### config.mk
export PLATFORM = sky130hd
export DESIGN_NAME = axi_lite_master
export DESIGN_NICKNAME = d
export VERILOG_FILES = /design/src/rtl/axi_lite_master.sv
export SDC_FILE = /design/constraint.sdc
export NUM_CORES = 1
export LEC_CHECK = 0
export BUFFER_PORTS_ARGS = -buffer_cell sky130_fd_sc_hd__buf_2
export CORE_UTILIZATION = 46
export CTS_BUF_LIST = sky130_fd_sc_hd__clkbuf_8
export DETAILED_ROUTE_END_ITERATION = 6
export GPL_TIMING_DRIVEN = 0
export PLACE_DENSITY = 0.79
export SLEW_MARGIN = 40
export SYNTH_ARGS = -nofsm -noshare
export SYNTH_HDL_FRONTEND = slang
export SYNTH_SLANG_ARGS = --single-unit
export TNS_END_PERCENT = 5
### constraint.sdc
create_clock -name M_AXI_ACLK -period 6.75 [get_ports M_AXI_ACLK]
set_clock_uncertainty 0.1 [all_clocks]
set_input_delay 1.0125 -clock M_AXI_ACLK [delete_from_list [all_inputs] [get_ports M_AXI_ACLK]]
set_output_delay 1.0125 -clock M_AXI_ACLK [all_outputs]
set_load 0.05 [all_outputs]
### src/rtl/axi_lite_master.sv
// ---------------------------------------------------------------------------
// axi_lite_master
//
// Turns a simple command/response handshake into single AXI4-Lite read or
// write transactions. Only one transaction is ever outstanding. Every
// non-IDLE, non-RESP state is guarded by a timeout counter. When the counter
// expires, the transaction is abandoned and a SLVERR-coded response is
// returned with rsp_timeout set.
//
// Ports
//   M_AXI_ACLK, M_AXI_ARESETN      : clock (rising edge), async active-low reset
//   cmd_vld/cmd_rdy                : command handshake
//   cmd_wr, cmd_addr,
//   cmd_wdata, cmd_wstrb           : command payload (1 = write, 0 = read)
//   rsp_vld/rsp_rdy                : response handshake (rsp_vld held until taken)
//   rsp_rdata, rsp_resp,
//   rsp_timeout                    : response payload
//   M_AXI_AW*, M_AXI_W*, M_AXI_B*  : AXI4-Lite write channels
//   M_AXI_AR*, M_AXI_R*            : AXI4-Lite read channels
// ---------------------------------------------------------------------------
module axi_lite_master #(
    parameter int C_TIMEOUT_CYCLES   = 1024,
    parameter int C_M_AXI_DATA_WIDTH = 32
) (
    input  logic                            M_AXI_ACLK,
    input  logic                            M_AXI_ARESETN,

    input  logic                            cmd_vld,
    output logic                            cmd_rdy,
    input  logic                            cmd_wr,
    input  logic [31:0]                     cmd_addr,
    input  logic [C_M_AXI_DATA_WIDTH-1:0]   cmd_wdata,
    input  logic [3:0]                      cmd_wstrb,

    output logic                            rsp_vld,
    input  logic                            rsp_rdy,
    output logic [C_M_AXI_DATA_WIDTH-1:0]   rsp_rdata,
    output logic [1:0]                      rsp_resp,
    output logic                            rsp_timeout,

    output logic [31:0]                     M_AXI_AWADDR,
    output logic [2:0]                      M_AXI_AWPROT,
    output logic                            M_AXI_AWVALID,
    input  logic                            M_AXI_AWREADY,

    output logic [C_M_AXI_DATA_WIDTH-1:0]   M_AXI_WDATA,
    output logic [3:0]                      M_AXI_WSTRB,
    output logic                            M_AXI_WVALID,
    input  logic                            M_AXI_WREADY,

    input  logic [1:0]                      M_AXI_BRESP,
    input  logic                            M_AXI_BVALID,
    output logic                            M_AXI_BREADY,

    output logic [31:0]                     M_AXI_ARADDR,
    output logic [2:0]                      M_AXI_ARPROT,
    output logic                            M_AXI_ARVALID,
    input  logic                            M_AXI_ARREADY,

    input  logic [C_M_AXI_DATA_WIDTH-1:0]   M_AXI_RDATA,
    input  logic [1:0]                      M_AXI_RRESP,
    input  logic                            M_AXI_RVALID,
    output logic                            M_AXI_RREADY
);

    typedef enum logic [2:0] {
        IDLE    = 3'd0,
        WR_ADDR = 3'd1,
        WR_RESP = 3'd2,
        RD_ADDR = 3'd3,
        RD_DATA = 3'd4,
        RESP    = 3'd5
    } state_t;

    // The counter is 16 bits wide, so only the low 16 bits of the limit matter.
    localparam logic [15:0] TIMEOUT_LIMIT = 16'(C_TIMEOUT_CYCLES);
    localparam bit          TIMEOUT_EN    = (C_TIMEOUT_CYCLES != 0);

    state_t                          state;
    logic [15:0]                     timer;
    logic [31:0]                     addr_q;
    logic [C_M_AXI_DATA_WIDTH-1:0]   wdata_q;
    logic [3:0]                      wstrb_q;

    logic [15:0] timer_inc;
    logic        timeout_hit;
    logic        aw_left;
    logic        w_left;

    // The timeout fires on the edge where the incremented count would reach
    // the limit. A transaction therefore gets exactly C_TIMEOUT_CYCLES cycles
    // of bus activity.
    assign timer_inc   = timer + 16'd1;
    assign timeout_hit = TIMEOUT_EN && (timer_inc == TIMEOUT_LIMIT);

    // AW and W channels still waiting after this cycle.
    assign aw_left = M_AXI_AWVALID && !M_AXI_AWREADY;
    assign w_left  = M_AXI_WVALID  && !M_AXI_WREADY;

    // Payload comes straight from registers captured at acceptance.
    // It is therefore stable for as long as any VALID is high.
    assign M_AXI_AWADDR = addr_q;
    assign M_AXI_ARADDR = addr_q;
    assign M_AXI_WDATA  = wdata_q;
    assign M_AXI_WSTRB  = wstrb_q;
    assign M_AXI_AWPROT = 3'b000;
    assign M_AXI_ARPROT = 3'b000;

    // Single-process FSM. All handshake and response outputs are registered.
    // In each bus state, a completing handshake is checked before the timeout,
    // so a handshake that lands on the expiry cycle still wins.
    always_ff @(posedge M_AXI_ACLK or negedge M_AXI_ARESETN) begin
        if (!M_AXI_ARESETN) begin
            state         <= IDLE;
            cmd_rdy       <= 1'b0;
            M_AXI_AWVALID <= 1'b0;
            M_AXI_WVALID  <= 1'b0;
            M_AXI_BREADY  <= 1'b0;
            M_AXI_ARVALID <= 1'b0;
            M_AXI_RREADY  <= 1'b0;
            rsp_vld       <= 1'b0;
            rsp_rdata     <= '0;
            rsp_resp      <= 2'b00;
            rsp_timeout   <= 1'b0;
            timer         <= 16'd0;
            addr_q        <= 32'd0;
            wdata_q       <= '0;
            wstrb_q       <= 4'd0;
        end else begin
            case (state)
                IDLE: begin
                    cmd_rdy <= 1'b1;
                    if (cmd_vld && cmd_rdy) begin
                        cmd_rdy <= 1'b0;
                        addr_q  <= cmd_addr;
                        wdata_q <= cmd_wdata;
                        wstrb_q <= cmd_wstrb;
                        timer   <= 16'd0;
                        if (cmd_wr) begin
                            M_AXI_AWVALID <= 1'b1;
                            M_AXI_WVALID  <= 1'b1;
                            state         <= WR_ADDR;
                        end else begin
                            M_AXI_ARVALID <= 1'b1;
                            state         <= RD_ADDR;
                        end
                    end
                end

                WR_ADDR: begin
                    timer <= timer_inc;
                    if (!aw_left && !w_left) begin
                        M_AXI_AWVALID <= 1'b0;
                        M_AXI_WVALID  <= 1'b0;
                        M_AXI_BREADY  <= 1'b1;
                        state         <= WR_RESP;
                    end else if (timeout_hit) begin
                        M_AXI_AWVALID <= 1'b0;
                        M_AXI_WVALID  <= 1'b0;
                        rsp_vld       <= 1'b1;
                        rsp_resp      <= 2'b10;
                        rsp_rdata     <= '0;
                        rsp_timeout   <= 1'b1;
                        state         <= RESP;
                    end else begin
                        M_AXI_AWVALID <= aw_left;
                        M_AXI_WVALID  <= w_left;
                    end
                end

                WR_RESP: begin
                    timer <= timer_inc;
                    if (M_AXI_BVALID) begin
                        M_AXI_BREADY <= 1'b0;
                        rsp_vld      <= 1'b1;
                        rsp_resp     <= M_AXI_BRESP;
                        rsp_rdata    <= '0;
                        rsp_timeout  <= 1'b0;
                        state        <= RESP;
                    end else if (timeout_hit) begin
                        M_AXI_BREADY <= 1'b0;
                        rsp_vld      <= 1'b1;
                        rsp_resp     <= 2'b10;
                        rsp_rdata    <= '0;
                        rsp_timeout  <= 1'b1;
                        state        <= RESP;
                    end
                end

                RD_ADDR: begin
                    timer <= timer_inc;
                    if (M_AXI_ARREADY) begin
                        M_AXI_ARVALID <= 1'b0;
                        M_AXI_RREADY  <= 1'b1;
                        state         <= RD_DATA;
                    end else if (timeout_hit) begin
                        M_AXI_ARVALID <= 1'b0;
                        rsp_vld       <= 1'b1;
                        rsp_resp      <= 2'b10;
                        rsp_rdata     <= '0;
                        rsp_timeout   <= 1'b1;
                        state         <= RESP;
                    end
                end

                RD_DATA: begin
                    timer <= timer_inc;
                    if (M_AXI_RVALID) begin
                        M_AXI_RREADY <= 1'b0;
                        rsp_vld      <= 1'b1;
                        rsp_resp     <= M_AXI_RRESP;
                        rsp_rdata    <= M_AXI_RDATA;
                        rsp_timeout  <= 1'b0;
                        state        <= RESP;
                    end else if (timeout_hit) begin
                        M_AXI_RREADY <= 1'b0;
                        rsp_vld      <= 1'b1;
                        rsp_resp     <= 2'b10;
                        rsp_rdata    <= '0;
                        rsp_timeout  <= 1'b1;
                        state        <= RESP;
                    end
                end

                RESP: begin
                    if (rsp_rdy) begin
                        rsp_vld <= 1'b0;
                        cmd_rdy <= 1'b1;
                        state   <= IDLE;
                    end
                end

                default: begin
                    state <= IDLE;
                end
            endcase
        end
    end

endmodule

==> results, run 1 <==
- The number of distinct standard cells referenced by the synthesized netlist is 50.
- The leading area contributor after synthesis is sky130_fd_sc_hd__dfrtp_1.
- The number of gates on the worst path with buffers counted is 9.
- The largest single stage delay on the critical path is 0.45 ns.
- The flow ran to the end, and the final reports show no timing, DRC or antenna violations.
- The die boundary height is 114 µm.
- Across all layers, the routed design uses 4777 vias.
- Of all nets on the critical path, the largest fanout is 10.
- In the routed layout, each cell is associated on average with a via count of 5.13.
- Summing every instance area after synthesis gives 5780 µm².
- Relative to the synthesized area, the layout overhead comes to 34.1%.
- After synthesis, the share of flip-flops with an asynchronous set or reset is 100%.
- The depth of the most critical reg-to-reg path is 9.
- The critical path starts at timer[0]$_DFFE_PN0P_.
- The min-delay analysis places its worst path in the category input pin to asynchronous set/reset pin.
- The die covers 13000 µm².
- Across the run, the number of max-cap violations was 0.
- The endpoint of the lowest-slack register-to-register path is rsp_rdata[1]$_DFFE_PN0P_.
- The final count of pins violating max slew was 0.
- The placed wire-length estimate after detailed placement is 11400 µm.
- The area share of fa/ha/maj cells after synthesis is 0.217%.
- Routability-driven placement finished with a final weighted congestion of 0.882.
- In the finished design, the share of the clock period the worst path needs comes to 41.7%.
- Dividing the synthesized area by the synthesized cell count gives 12.3 µm².
- After layout, the minimum clock period comes to 2.81 ns.
- Following the worst setup path forward leads to its endpoint at rsp_rdata[1]$_DFFE_PN0P_.
- The number of antenna violations at the first check in global routing is 0.
- The top-level port count is 262.
- The cell type with the highest occurrence count on the critical path is sky130_fd_sc_hd__nor2_1.
- The number of setup buffers added after CTS is 0.
- After routing the design area is 7750 µm².
- In this run the deepest clock path goes through 2 buffers.
- The via count of the first global-routing pass came to 4732.
- On the final layout, the worst hold slack is 0.402 ns.
- Multiplexer cells account for 13.6% of the synthesized area.
- The XOR/XNOR share of the synthesized area is 0.910%.
- Summing all placed instances gives a cell area of 7320 µm².
- Global routing used 23.5% of the available tracks across all layers.
- The count of antenna-violating nets left after detailed routing is 0.
- The number of synthesis warnings is 0.
- The post-route worst setup slack is 3.94 ns.
- The first global-routing pass estimated 23300 µm of wire.
- Setup repair after global routing left no endpoint under its margin.
- Buffers inserted to repair hold after CTS numbered 0.
- Of the cells placed in the final design, the portion with a size suffix greater than 1 is 54.5%.
- The area share of the largest cell type after synthesis is 55.9%.
- Ranked by total cell area, the synthesized netlist is headed by sky130_fd_sc_hd__dfrtp_1, sky130_fd_sc_hd__mux2_2, sky130_fd_sc_hd__a22o_1, sky130_fd_sc_hd__buf_4, sky130_fd_sc_hd__o21ai_0.
- For this run, the top clock speed supported by timing is 355 MHz.
- The clock tree from TritonCTS is built.
- The signal on the critical path passes through ha_1, clkbuf_1, nand3_1, nor2_1, mux2_2, nor2_1, a41oi_4, buf_6, a22o_1.
- Dividing the detail-routed wire length by the instance count gives 16.1 µm.
- The worst setup path is launched from a flop.
- The synthesis-stage register bit count is 129.
- The placement-stage worst setup slack is 3.96 ns.
- The leading cell type in the layout, fill and taps excluded is sky130_fd_sc_hd__buf_2.
- The synthesized-area fraction occupied by ao, oa, aoi and oai cells is 12.8%.
- The total negative slack is 0 ns.
- The clock drives 129 sinks.
- The number of instances resized during post-cts repair is 0.
- The number of core rows is 40.
- In this run, synthesis inferred 0 flip-flops with an integrated enable.
- The first-pass iteration count of the detailed router is 5.
- For this block, the routed nets add up to 15000 µm of wire.
- The worst slew margin relative to its limit is 53.0%.
- The data required time of the worst path is 6.97 ns.
- The starting density of the core is 47.7%.
- The simple logic cell fraction of the synthesized area is 8.97%.
- The worst setup path is of the flop to flop kind.
- The x dimension of the die is 114 µm.
- The gate family responsible for the most delay along the worst path is simple AND/OR/NAND/NOR gates.
- Entering global routing, the biggest net connects 68 pins.
- The largest individual stage delay along the critical path comes from the cell sky130_fd_sc_hd__dfrtp_1.
- After floorplanning, the core was sized to cover 12100 µm².
- CTS built an H-tree with a depth of 4.
- The type of destination of the critical path is a flop.
- The later-pin clock latency in the skew report is 0.44 ns.
- After detailed routing, the number of remaining DRC violations is 0.
- 0 antenna diodes ended up in the layout.
- The top cell types in the final layout, fill and taps aside, are sky130_fd_sc_hd__buf_2, sky130_fd_sc_hd__dfrtp_1, sky130_fd_sc_hd__mux2_2, sky130_fd_sc_hd__buf_4, sky130_fd_sc_hd__a22o_1.
- The buffer cell driving the clock tree root is sky130_fd_sc_hd__clkbuf_8.
- The startpoint identified for the worst register-to-register timing path is timer[0]$_DFFE_PN0P_.
- The data arrival time at the worst-slack endpoint is 3.04 ns.
- By area, the combinational part of the netlist is dominated by multiplexers.
- The initial DRC count is 293.
- The final number of setup-violating endpoints is 0.
- For this run, the post-layout net count is 865.
- The overflow left after global routing is 0.
- The most used flip-flop cell after synthesis is sky130_fd_sc_hd__dfrtp_1.
- After technology mapping, the gate count stands at 470.
- The sequential-to-total area share from yosys stat is 55.9%.
- Counting the buffers created by CTS gives 17.
- The actual slew at the worst max-slew pin is 0.706 ns.
- Buffers placed on the I/O ports in this run total 255.
- The reg2reg setup slack is 3.94 ns.
- The clock transition at the registers of the reported paths is 0.08 ns.
- The total buffers and inverters traversed by the critical path is 2.
- The number of hold-slack violations in the final timing report came to 0.
[logic make-up (layout without fill, tap and decap cells)]
group	Yosys count	in the layout
flops	129	129
compound gates	102	102
buf+inv	69	357
other cells	1	6
simple gates	92	92
xor+xnor	6	6
mux	70	70
fa+ha+maj	1	1
[stage by stage]
step	util [%]	instances
floorplan	-	475
global placement	60.1	898
detailed placement	60.4	899
CTS	64.0	931
global route	64.0	931
finish	64.0	931
[cell usage after synthesis (4+ instances only)]
cell type                  count
sky130_fd_sc_hd__and3_1        6
sky130_fd_sc_hd__nor2_1       17
sky130_fd_sc_hd__clkbuf_1     11
sky130_fd_sc_hd__nor2b_1       7
sky130_fd_sc_hd__nand2_1      24
sky130_fd_sc_hd__a221o_1       4
sky130_fd_sc_hd__a31oi_1       6
sky130_fd_sc_hd__o21ai_0      28
sky130_fd_sc_hd__nand3_1       9
sky130_fd_sc_hd__dfrtp_1     129
sky130_fd_sc_hd__inv_1         5
sky130_fd_sc_hd__a22o_1       35
sky130_fd_sc_hd__mux2_2       69
sky130_fd_sc_hd__xor2_1        5
sky130_fd_sc_hd__a21oi_1      13
sky130_fd_sc_hd__nand4_1       7
sky130_fd_sc_hd__buf_4        38
sky130_fd_sc_hd__o22ai_1       4
sky130_fd_sc_hd__buf_2         9
sky130_fd_sc_hd__nor3_1        5
[layer usage]
metal / track usage [%] / vias up / share of wire, %
li1: - / 2222 / -
met1: 27.9 / 2345 / 41
met2: 40.8 / 185 / 52
met3: 6.56 / 25 / 6.0
met4: 8.40 / 0 / 1.7
met5: 0 / - / 0
[sequential cells by signal, indices dropped and copies added, names as in the netlist]
register	flops
rsp_vld	1
rsp_rdata	32
rsp_timeout	1
M_AXI_AWVALID	1
state	3
M_AXI_WDATA	32
timer	16
cmd_rdy	1
M_AXI_ARVALID	1
rsp_resp	2
M_AXI_WVALID	1
M_AXI_RREADY	1
M_AXI_BREADY	1
M_AXI_ARADDR	32
M_AXI_WSTRB	4
[worst min-delay path by stage]
stage / from / end / slack (ns) / cells past startpoint
floorplan: timer[15]$_DFFE_PN0P_ / timer[15]$_DFFE_PN0P_ / 0.37 / 2
global placement: rsp_rdata[3]$_DFFE_PN0P_ / rsp_rdata[3]$_DFFE_PN0P_ / 0.38 / 1
detailed placement: rsp_rdata[8]$_DFFE_PN0P_ / rsp_rdata[8]$_DFFE_PN0P_ / 0.38 / 1
CTS: rsp_rdata[8]$_DFFE_PN0P_ / rsp_rdata[8]$_DFFE_PN0P_ / 0.40 / 1
global route: M_AXI_ARESETN / M_AXI_WSTRB[2]$_DFFE_PN0P_ / 0.42 / 1
finish: M_AXI_ARESETN / M_AXI_WSTRB[2]$_DFFE_PN0P_ / 0.40 / 1
[final cells by class]
class	instances	area [µm²]
tap	168	210
clock inverter	14	179
timing repair buffer	256	1310
multi-input combinational	277	2130
inverter	5	18.8
clock buffer	18	248
sequential	129	3230
buffer	64	419
fill	977	4370
Power of run 1 is left out: the tool's default activity adds up to more than one toggle a clock period on the data nets, which glitch-free logic cannot reach.
==> run 2, diff against run 1 <==
--- a/config.mk
+++ b/config.mk
@@ -5,12 +5,13 @@
 export SDC_FILE = /design/constraint.sdc
 export NUM_CORES = 1
 export LEC_CHECK = 0
+export ABC_AREA = 1
 export BUFFER_PORTS_ARGS = -buffer_cell sky130_fd_sc_hd__buf_2
 export CORE_UTILIZATION = 46
 export CTS_BUF_LIST = sky130_fd_sc_hd__clkbuf_8
 export DETAILED_ROUTE_END_ITERATION = 6
 export GPL_TIMING_DRIVEN = 0
-export PLACE_DENSITY = 0.79
+export PLACE_DENSITY = 0.78
 export SLEW_MARGIN = 40
 export SYNTH_ARGS = -nofsm -noshare
 export SYNTH_HDL_FRONTEND = slang
==> constraint.sdc (replaced) <==
create_clock -name M_AXI_ACLK -period 2.8 [get_ports M_AXI_ACLK]
set_clock_uncertainty 0.1 [all_clocks]
set_input_delay 0.42 -clock M_AXI_ACLK [delete_from_list [all_inputs] [get_ports M_AXI_ACLK]]
set_output_delay 0.42 -clock M_AXI_ACLK [all_outputs]
set_load 0.05 [all_outputs]
==> run 2 against run 1 <==
  * Fmax increased by 21%
  * Critical endpoint is now timer[8]$_DFFE_PN0P_
  * Non-clock buffer count is 3 lower
  * Synthesized cell count grew 52%
  * Die area up 1.1%
  * Setup slack got worse by 3.5 ns
  * Via count is 13% higher
  * Global-route usage rose by 0.45 points
  * Cell count grew 26%
  * Worst hold slack got worse by 0.33 ns
  * Register-to-register slack lost 3.5 ns
  * Cell area grew 0.50%
==> results, run 2 <==
- The synthesis-stage register bit count is 129 (unchanged).
- The via count is 5400 (+13%).
- The number of instances resized during post-cts repair is 0 (unchanged).
- The clock net sink count is 129 (unchanged).
- The later-pin clock latency in the skew report was 0.43 ns (about the same).
- The die boundary height is 115 µm (+0.54%).
- The category of the worst setup path launch point is a flop.
- The number of max-cap violations is 0 (unchanged).
- The total of buffers placed on input and output ports is 255 (unchanged).
- The total placed instance area is 7380 µm² (+0.87%).
- On the critical path, the stage with the largest delay is an instance of sky130_fd_sc_hd__clkbuf_1.
- The worst slew margin relative to its limit was 60.5% (+7.6 points).
- The number of antenna violations at the first check in global routing came to 0 (unchanged).
- The area share of the largest cell type after synthesis is 55.3% (-0.61 points).
- The cell type with the highest occurrence count on the critical path is sky130_fd_sc_hd__nand2_1.
- The initial DRC count is 309 (+5.5%).
- The biggest area contributor in the post-synthesis netlist is sky130_fd_sc_hd__dfrtp_1.
- The x dimension of the die is 115 µm (+0.54%).
- The buffers inserted during post-CTS setup optimization is 0 (unchanged).
- The total negative slack is 0 ns (unchanged).
- The starting density of the core is 47.8% (+0.13 points).
- The maximum number of pins on one net before global-route repair is 71 (+4.4%).
- The global-route usage over all layers is 23.9% (+0.45 points).
- The gate family responsible for the most delay along the worst path is simple AND/OR/NAND/NOR gates.
- The final count of pins violating max slew is 0 (unchanged).
- The count of nets after finishing is 1109 (+28%).
- The biggest fanout along the worst timing path is 10 (unchanged).
- The routed wire length is 15300 µm (+2.0%).
- The non-filler instance count after layout is 1175 (+26%).
- The data arrival time at the worst-slack endpoint is 2.50 ns (-0.54 ns).
- The clock transition at the registers of the reported paths is 0.09 ns (about the same).
- The final number of setup-violating endpoints is 0 (unchanged).
- The via count of the first global-routing pass is 5054 (+6.8%).
- The number of synthesis warnings is 0 (unchanged).
- The count of mapped cells out of synthesis came to 713 (+52%).
- The die area was 13200 µm² (+1.1%).
- The remaining design rule violation count came to 0 (unchanged).
- The finished layout cell area is 7780 µm² (+0.50%).
- The type of destination of the critical path is a flop.
- The placed wire-length estimate after detailed placement is 11500 µm (+0.95%).
- The cell count after placement came to 1142 (+27%).
- The number of hold-slack violations in the final timing report was 0 (unchanged).
- The class of the worst hold path is input pin to flop.
- The async set-reset flop share out of synthesis is 100% (unchanged).
- The most common cell in the netlist is sky130_fd_sc_hd__nand2_1.
- The post-synthesis instance area is 5840 µm² (+1.1%).
- The post-synthesis area per instance is 8.19 µm² (-33%).
- The maximum operating frequency is 431 MHz (+21%).
- Leaving out fill and tap cells, the most frequent cells in the layout are sky130_fd_sc_hd__nand2_1, sky130_fd_sc_hd__buf_2, sky130_fd_sc_hd__dfrtp_1, sky130_fd_sc_hd__buf_4.
- The fraction of final layout cells with drive strength greater than 1 is 36.7% (-18 points).
- Setup repair after global routing left no endpoint under its margin.
- By area the synthesized netlist is led by sky130_fd_sc_hd__dfrtp_1, sky130_fd_sc_hd__nand2_1, sky130_fd_sc_hd__buf_4, sky130_fd_sc_hd__nand2_2, sky130_fd_sc_hd__inv_1.
- The start-to-end type of the worst setup path is flop to flop.
- The end-of-flow core utilization is 63.7% (-0.21 points).
- The top-level port count was 262 (unchanged).
- The number of distinct standard cells referenced by the synthesized netlist is 31 (-38%).
- Leaving out fill and tap cells, the most frequent cell in the layout is sky130_fd_sc_hd__nand2_1.
- The flow ran to the end, and the final reports show no timing, DRC or antenna violations.
- The routability-driven placement congestion ratio is 0.822 (-6.8%).
- The first-pass GRT wire length is 24200 µm (+3.8%).
- The critical path goes through nor2_1, nand2_1, inv_2, nand3_1, nand2_1, clkbuf_1, o21ai_0.
- The sequential-to-total area share from yosys stat is 55.3% (-0.61 points).
- The fraction of the cycle the final worst path needs was 82.8% (+41 points).
- The overflow left after global routing is 0 (unchanged).
- The delay contributed by the slowest stage of the critical path is 0.45 ns (about the same).
- The actual slew at the worst max-slew pin is 0.590 ns (-0.116 ns).
- The commonest cells after synthesis are sky130_fd_sc_hd__nand2_1, sky130_fd_sc_hd__dfrtp_1, sky130_fd_sc_hd__buf_4, sky130_fd_sc_hd__inv_1, sky130_fd_sc_hd__nor2_1.
- The number of flops mapped to enable cells by yosys came to 0 (unchanged).
- The mean number of vias per cell was 4.60 (-10%).
- The count of antenna-violating nets left after detailed routing came to 0 (unchanged).
- The reg2reg setup slack came to 0.48 ns (-3.45 ns).
- The total buffers and inverters traversed by the critical path is 2 (unchanged).
- The final critical delay including setup and external delays is 2.32 ns (-0.497 ns).
- Relative to the synthesized area, the layout overhead comes to 33.3%.
- The first-pass iteration count of the detailed router is 5 (unchanged).
- The maximum clock insertion buffer count came to 2 (unchanged).
- The clock tree from TritonCTS is built.
- CTS placed an instance of sky130_fd_sc_hd__clkbuf_8 at the clock tree root.
- The area of the core region is 12200 µm² (+0.83%).
- The average wire length per cell after detail routing came to 13.0 µm (-19%).
- The total CTS buffers is 17 (unchanged).
- The total number of H-tree levels is 4 (unchanged).
- The number of core rows came to 40 (unchanged).
- The dominant synthesized flop cell is sky130_fd_sc_hd__dfrtp_1.
- The data required time of the worst path was 2.98 ns (-3.99 ns).
- The total inserted antenna cells was 0 (unchanged).
run 2: changes by cell type after synthesis, moves of 6 or more:
cell / previous run / this run
sky130_fd_sc_hd__a21oi_1: 13 / 4
sky130_fd_sc_hd__a22o_1: 35 / 2
sky130_fd_sc_hd__and3_1: 6 / 0
sky130_fd_sc_hd__buf_2: 9 / 3
sky130_fd_sc_hd__inv_1: 5 / 31
sky130_fd_sc_hd__mux2_2: 69 / 0
sky130_fd_sc_hd__nand2_1: 24 / 359
sky130_fd_sc_hd__nand2_2: 0 / 23
sky130_fd_sc_hd__nand3_1: 9 / 15
sky130_fd_sc_hd__nor2_1: 17 / 31
sky130_fd_sc_hd__nor2b_1: 7 / 0
sky130_fd_sc_hd__o21ai_0: 28 / 15
run 2: cells by family (layout without fill, tap and decap cells):
| kind of cell | after synthesis | after routing | share of synthesized area, % |
|---|---|---|---|
| simple gates | 446 | 446 | 31.3 |
| compound gates | 36 | 36 | 3.66 |
| xor+xnor | 2 | 2 | 0.300 |
| buf+inv | 98 | 387 | 9.19 |
| fa+ha+maj | 1 | 1 | 0.214 |
| flops | 129 | 129 | 55.3 |
| other cells | 1 | 6 | 0.0642 |
run 2: what timing repair did:
action | 4_1_cts | 5_1_grt
setup endpoints to repair | 0 | 0
endpoints found under the hold margin | 59 | 0
hold buffers | 1 | 0
run 2: path summary, 6_finish.rpt:
| check | start | to | cells after the start |
|---|---|---|---|
| hold / removal | cmd_wdata[2] | M_AXI_WDATA[2]$_DFFE_PN0P_ | 3 |
| hold reg to reg | rsp_rdata[18]$_DFFE_PN0P_ | rsp_rdata[18]$_DFFE_PN0P_ | 2 |
| min in group asynchronous | M_AXI_ARESETN | M_AXI_WDATA[13]$_DFFE_PN0P_ | 2 |
| max in group asynchronous | M_AXI_ARESETN | M_AXI_ARADDR[8]$_DFFE_PN0P_ | 3 |
| setup reg to reg | state[0]$_DFFE_PN0P_ | timer[8]$_DFFE_PN0P_ | 7 |
| setup / recovery | state[0]$_DFFE_PN0P_ | timer[8]$_DFFE_PN0P_ | 7 |
run 2: layout make-up:
cell class              count  area (µm²)
clock inverters            15         158
plain buffers              60         394
clock buffers              17         234
well taps                 168         210
fillers                  1133        4430
inverters                  38         143
repair buffers            257        1320
flip-flops and latches    129        3230
multi-input cells         491        2090
run 2: per-stage QoR:
| step | worst slack, ns | hold slack, ns |
|---|---|---|
| floorplan | 0.846 | 0.0244 |
| global placement | -0.493 | 0.349 |
| detailed placement | 0.502 | 0.280 |
| CTS | 0.488 | 0.0434 |
| global route | 0.177 | 0.0474 |
| finish | 0.482 | 0.0699 |
run 2: worst register-to-register path, delay by kind of cell, from the launching register on:
kind | cells | cell delay [ns]
AOI/OAI and AO/OA | 1 | 0.15
DFF | 1 | 0.42
and+or+nand+nor | 4 | 0.96
buffers and inverters | 2 | 0.54
run 2: per-layer routing:
| metal | up-vias | wire (µm) | global-route usage (%) |
|---|---|---|---|
| met1 | 2500 | 6500 | 28.5 |
| met2 | 171 | 7530 | 41.6 |
| li1 | 2716 | - | - |
| met5 | - | 0 | 0 |
| met4 | 0 | 135 | 5.89 |
| met3 | 13 | 1110 | 8.10 |
Power of run 2 is left out for the same reason.
